### src/rtl/tempsense_pkg.sv
// Shared definitions for the temperature-sensor VDAC control path.
package tempsense_pkg;

    localparam int unsigned N_VDAC_DEFAULT = 5;

    // Code limits shared with the sensor sequencer.
    localparam logic [N_VDAC_DEFAULT-1:0] VMAX_CODE = '1;
    localparam logic [N_VDAC_DEFAULT-1:0] VMIN_CODE = '0;

    typedef enum logic [1:0] {
        StIdle,
        StTrial,
        StUpdate,
        StDone
    } sar_state_e;

endpackage

### src/rtl/tempsense_sar_ctrl.sv
// SAR controller: binary search over the VDAC code, one sensor trial per bit,
// with optional averaging of 2^AVG_LOG2 conversions per result.
module tempsense_sar_ctrl
    import tempsense_pkg::*;
#(
    parameter int unsigned N_VDAC   = N_VDAC_DEFAULT,
    parameter int unsigned AVG_LOG2 = 0
) (
    input  logic              clk,
    input  logic              reset,
    input  logic              i_start,
    input  logic              i_continuous,
    output logic              o_trial_req,
    output logic [N_VDAC-1:0] o_dac_code,
    input  logic              i_trial_done,
    input  logic              i_cmp,
    output logic [N_VDAC-1:0] o_result,
    output logic              o_valid,
    output logic              o_busy
);

    localparam int unsigned       IdxW    = (N_VDAC > 1) ? $clog2(N_VDAC) : 1;
    localparam int unsigned       CntW    = AVG_LOG2 + 1;
    localparam int unsigned       AccW    = N_VDAC + AVG_LOG2;
    localparam logic [N_VDAC-1:0] MsbCode = N_VDAC'(1) << (N_VDAC - 1);
    localparam logic [IdxW-1:0]   MsbIdx  = IdxW'(N_VDAC - 1);
    localparam logic [CntW-1:0]   NumConv = CntW'(1) << AVG_LOG2;

    sar_state_e        state_q, state_d;
    logic [N_VDAC-1:0] code_q, code_d;
    logic [IdxW-1:0]   idx_q, idx_d;
    logic              last_q, last_d;
    logic [CntW-1:0]   cnt_q, cnt_d;
    logic [AccW-1:0]   acc_q, acc_d;
    logic [N_VDAC-1:0] result_q, result_d;

    always_ff @(posedge clk) begin
        if (reset) begin
            state_q  <= StIdle;
            code_q   <= '0;
            idx_q    <= '0;
            last_q   <= 1'b0;
            cnt_q    <= '0;
            acc_q    <= '0;
            result_q <= '0;
        end else begin
            state_q  <= state_d;
            code_q   <= code_d;
            idx_q    <= idx_d;
            last_q   <= last_d;
            cnt_q    <= cnt_d;
            acc_q    <= acc_d;
            result_q <= result_d;
        end
    end

    always_comb begin
        state_d  = state_q;
        code_d   = code_q;
        idx_d    = idx_q;
        last_d   = last_q;
        cnt_d    = cnt_q;
        acc_d    = acc_q;
        result_d = result_q;
        unique case (state_q)
            StIdle: begin
                if (i_start) begin
                    state_d = StTrial;
                    code_d  = MsbCode;
                    idx_d   = MsbIdx;
                    last_d  = 1'b0;
                    cnt_d   = '0;
                    acc_d   = '0;
                end
            end
            StTrial: begin
                if (i_trial_done) begin
                    code_d[idx_q] = i_cmp;
                    if (idx_q != '0) begin
                        code_d[idx_q - 1'b1] = 1'b1;
                        idx_d                = idx_q - 1'b1;
                    end else begin
                        last_d = 1'b1;
                    end
                    state_d = StUpdate;
                end
            end
            StUpdate: begin
                last_d = 1'b0;
                if (last_q) begin
                    acc_d = acc_q + AccW'(code_q);
                    cnt_d = cnt_q + 1'b1;
                end
                // Result is registered here so it is already stable during DONE.
                if (cnt_d == NumConv) begin
                    state_d  = StDone;
                    result_d = N_VDAC'(acc_d >> AVG_LOG2);
                end else if (last_q) begin
                    state_d = StTrial;
                    code_d  = MsbCode;
                    idx_d   = MsbIdx;
                end else begin
                    state_d = StTrial;
                end
            end
            StDone: begin
                if (i_continuous) begin
                    state_d = StTrial;
                    code_d  = MsbCode;
                    idx_d   = MsbIdx;
                    cnt_d   = '0;
                    acc_d   = '0;
                end else begin
                    state_d = StIdle;
                end
            end
            default: state_d = StIdle;
        endcase
    end

    always_comb begin
        o_trial_req = (state_q == StTrial);
        o_valid     = (state_q == StDone);
        o_busy      = (state_q != StIdle);
        o_dac_code  = code_q;
        o_result    = result_q;
    end

endmodule

### config.mk
export PLATFORM = sky130hd
export DESIGN_NAME = tempsense_sar_ctrl
export DESIGN_NICKNAME = d
export VERILOG_FILES = /design/src/rtl/tempsense_pkg.sv /design/src/rtl/tempsense_sar_ctrl.sv
export SDC_FILE = /design/constraint.sdc
export NUM_CORES = 1
export LEC_CHECK = 0
export ABC_AREA = 1
export CAP_MARGIN = 10
export CORE_MARGIN = 8
export CORE_UTILIZATION = 48
export CTS_CLUSTER_SIZE = 16
export DETAILED_ROUTE_END_ITERATION = 10
export PLACE_DENSITY = 0.74
export SKIP_CTS_REPAIR_TIMING = 1
export SLEW_MARGIN = 30
export SYNTH_ARGS = -nofsm -noshare
export SYNTH_HDL_FRONTEND = slang
export SYNTH_SLANG_ARGS = --single-unit
### constraint.sdc
create_clock -name clk -period 1.55 [get_ports clk]
set_input_delay 0.465 -clock clk [delete_from_list [all_inputs] [get_ports clk]]
set_output_delay 0.465 -clock clk [all_outputs]
set_load 0.005 [all_outputs]
==> results.toml <==
[yosys]
post-synth-top-count-cell = "sky130_fd_sc_hd__nand2_1"
synth_ff_type = "sky130_fd_sc_hd__dfxtp_1"
yosys_warnings = 0
synth_area_leaders = "sky130_fd_sc_hd__dfxtp_1, sky130_fd_sc_hd__nand2_1, sky130_fd_sc_hd__nand3_1"
synth-edff-count = 0
yosys_register_bits = 22
synth_area_per_cell_um2 = 6.55
post_synth_inst_count = 199
netlist.top_cell.by_area = "sky130_fd_sc_hd__dfxtp_1"
post_synth_instance_area_um2 = 1300
async_flop_share_pct = 0
sequential_share_of_the_synthesized_area_pct = 33.8
yosys.cell_types.count = 22
synth_nets = 212
synth_largest_type_area_fraction_pct = 33.8
synth_commonest_cells = "sky130_fd_sc_hd__nand2_1, sky130_fd_sc_hd__inv_1, sky130_fd_sc_hd__dfxtp_1, sky130_fd_sc_hd__nand3_1, sky130_fd_sc_hd__a21oi_1"

[final_layout]
final_design_area_no_fill_um2 = 1850
flow.area_growth_from_synthesis_pct = 41.9
fin_nets = 255
post_route_cells_drive_above_1_share_pct = 29.9
num-fill-cells = 219
stdcell_count = 272
num_antenna_cells = 0
final_core_util_pct = 69.5

[power]
p_leak_nw = 1.01
vdd.ir_drop.worst_mv = 0.616
power.density_nw_per_um2 = 819

[routing]
firstDrtPassIters = 4
vias = 1415
drt-wirelength-per-cell_um = 13.1
postRouteAntennaNets = 0
drc = 0
routed_via_density = 5.20
wirelength_um = 3560
detailedRoute.firstIterationViolations = 71

[timing]
setup_tns_ns = -0.127
tmin_final_ns = 1.65
hold-worst-slack_ns = 0.473
clock-skew-final_ns = 0.00151
rsz0062_at_grt = "yes"
final_max_slew_viol_count = 0
max_freq_mhz = 605
report.final.setup_viol = 2
layout_setup_ws_ns = -0.102
timing.max_slew.rel_slack_pct = 81.6
hold_viol = 0
worst-slew-pin-transition_ns = 0.275
layout_worst_path_cycle_share_pct = 107

[critical_path]
crit_family = "simple AND/OR/NAND/NOR gates"
cp_cell_sequence = "ha_4, inv_2, fa_2, inv_2, nand2_2, nand2_2, nand2_2, nand2_2, nand3_2, nand2_2, nand2_1, nand2_1, inv_1"
data_required_critical_path_ns = 1.78
regToRegStartpoint = "acc_q[0]"
worst-endpoint-arrival_ns = 1.88
r2r_cells = 13
regToRegSetupSlack_ns = -0.10
crit_path_max_fanout = 2
endpoint_kind = "register"
timing.critical_path.slowest_stage_cell = "sky130_fd_sc_hd__dfxtp_2"
slowest_delay_ns = 0.38
critical_path.reg2reg.endpoint = "o_result[4]"
worstSetupPathType = "register to register"
timing.critical_path.mode_cell = "sky130_fd_sc_hd__nand2_2"
critPathBufInv = 3
crit_path_start_kind = "register"

[grt]
grt_start_max_net_pins = 14
first_pass_grt_wire_length_um = 5660
track_usage_pct = 15.5
grt_pass1_vias = 1336
grt_antenna_before_repair = 0
global_route.overflow_total = 0

[placed_design]
hpwl_um = 2550
place.port_buffers = 18
gp_congestion = 0.886
dpl.cell_count = 264
placedInstanceArea_um2 = 1650

[clocking]
worst_skew_pair.late_latency_ns = 0.31
tritoncts.num_buffers = 3
ctsHtreeMaxLevel = 1
clock_transition_at_the_register_clock_pins_on_the_worst_setup_and_hold_paths_after_cts_ns = 0.13
number_of_buffers_on_the_longest_clock_path = 2
clock_sink_count = 22
tritoncts = "done"
clockRootBuffer = "sky130_fd_sc_hd__clkbuf_4"

[die]
die-width_um = 68.1
initial_utilization_pct = 49.0
placeableCoreArea_um2 = 2660
die_h_um = 68.1
floorplan.die_area_um2 = 4640
top_level_port_count = 19
row_count = 19

[worst_hold_path]
hold_path.startpoint = "o_result[1]"
timing.hold.worst_endpoint = "o_result[1]"
min_path_cells = 2
hp-class = "register to register"

[outcome]
failed_checks = "setup timing"
outcome = "finished with violations"

[run]
max-cap-violations = 0
-- cell usage in the layout (no fill, tap or decap) --
master and instances:
sky130_fd_sc_hd__nand2_1 55, sky130_fd_sc_hd__buf_4 23, sky130_fd_sc_hd__inv_1 21, sky130_fd_sc_hd__nand3_1 16, sky130_fd_sc_hd__a21oi_1 16, sky130_fd_sc_hd__dfxtp_2 14
sky130_fd_sc_hd__dlymetal6s2s_1 13, sky130_fd_sc_hd__nor2_1 12, sky130_fd_sc_hd__nand2_2 9, sky130_fd_sc_hd__o21ai_0 9, sky130_fd_sc_hd__inv_2 6, sky130_fd_sc_hd__dfxtp_1 6
sky130_fd_sc_hd__ha_1 5, sky130_fd_sc_hd__clkdlybuf4s50_1 5, sky130_fd_sc_hd__nor2_4 4, sky130_fd_sc_hd__o21ai_1 4, sky130_fd_sc_hd__clkbuf_4 3, sky130_fd_sc_hd__nor3_1 2
sky130_fd_sc_hd__or2_2 2, sky130_fd_sc_hd__nand3_2 2, sky130_fd_sc_hd__dfxtp_4 2, sky130_fd_sc_hd__or2_1 1, sky130_fd_sc_hd__nand3b_1 1, sky130_fd_sc_hd__xnor2_2 1
sky130_fd_sc_hd__o21ai_2 1, sky130_fd_sc_hd__o22ai_1 1, sky130_fd_sc_hd__nand4_1 1, sky130_fd_sc_hd__nor3_2 1, sky130_fd_sc_hd__a21oi_2 1, sky130_fd_sc_hd__a31oi_1 1
sky130_fd_sc_hd__fa_2 1, sky130_fd_sc_hd__ha_4 1, sky130_fd_sc_hd__bufinv_16 1
-- where the power goes --
part | switching (mW) | leakage [nW] | internal [mW]
clock network | 0.182 | 0.0279 | 0.261
logic | 0.249 | 0.797 | 0.197
registers | 0.0296 | 0.186 | 0.595
total | 0.461 | 1.01 | 1.05
-- worst min-delay path, stage by stage, from the launching register on --
cell and delay, ns:
sky130_fd_sc_hd__dfxtp_2 0.34, sky130_fd_sc_hd__nand2_1 0.05, sky130_fd_sc_hd__a21oi_1 0.05
-- how the worst max path moves through the flow --
stage                        startpoint       endpoint  slack, ns  depth (start not counted)
final                          acc_q[0]    o_result[4]      -0.10                         13
after global routing           acc_q[0]    o_result[4]      -0.20                         13
after CTS                    state_q[1]        o_valid      -0.35                          3
after detailed placement        i_start  o_dac_code[4]      -0.20                          7
after global placement          i_start  o_dac_code[4]      -0.16                          7
after floorplan           o_dac_code[0]    o_result[4]       0.03                         13
-- layer usage --
layer  vias up  track usage, %  wire length (um)
met1       651            19.1              1420
met4         0            5.88                53
li1        722               -                 -
met2        36            25.8              1840
met3         6            3.11               247
met5         -               0                 0
-- cell type report --
class | instances | area [um^2] | area share (%)
multi-input combinational | 147 | 807 | 43.6
sequential | 22 | 465 | 25.2
timing repair buffer | 41 | 385 | 20.8
inverter | 27 | 101 | 5.48
tap | 31 | 38.8 | 2.10
clock inverter | 1 | 30.0 | 1.62
clock buffer | 3 | 22.5 | 1.22
-- through the flow --
step	power, mW	setup WS [ns]
floorplan	0.863	0.0340
global placement	1.01	-0.158
detailed placement	1.02	-0.198
CTS	1.46	-0.349
global route	1.59	-0.200
finish	1.51	-0.102
-- sequential cells by signal (all words and copies together), names as in the netlist --
signal and flops:
last_q 1, acc_q 5, cnt_q 1, o_result 5, state_q 2, o_dac_code 5, idx_q 3
-- cell families after synthesis --
kind of cell | after synthesis | share of synthesized area [%]
simple gates | 106 | 36.7
buf+inv | 30 | 8.73
xor+xnor | 1 | 0.672
flops | 22 | 33.8
fa+ha+maj | 7 | 7.29
compound gates | 33 | 12.9
(Power assumes the default switching activity.)
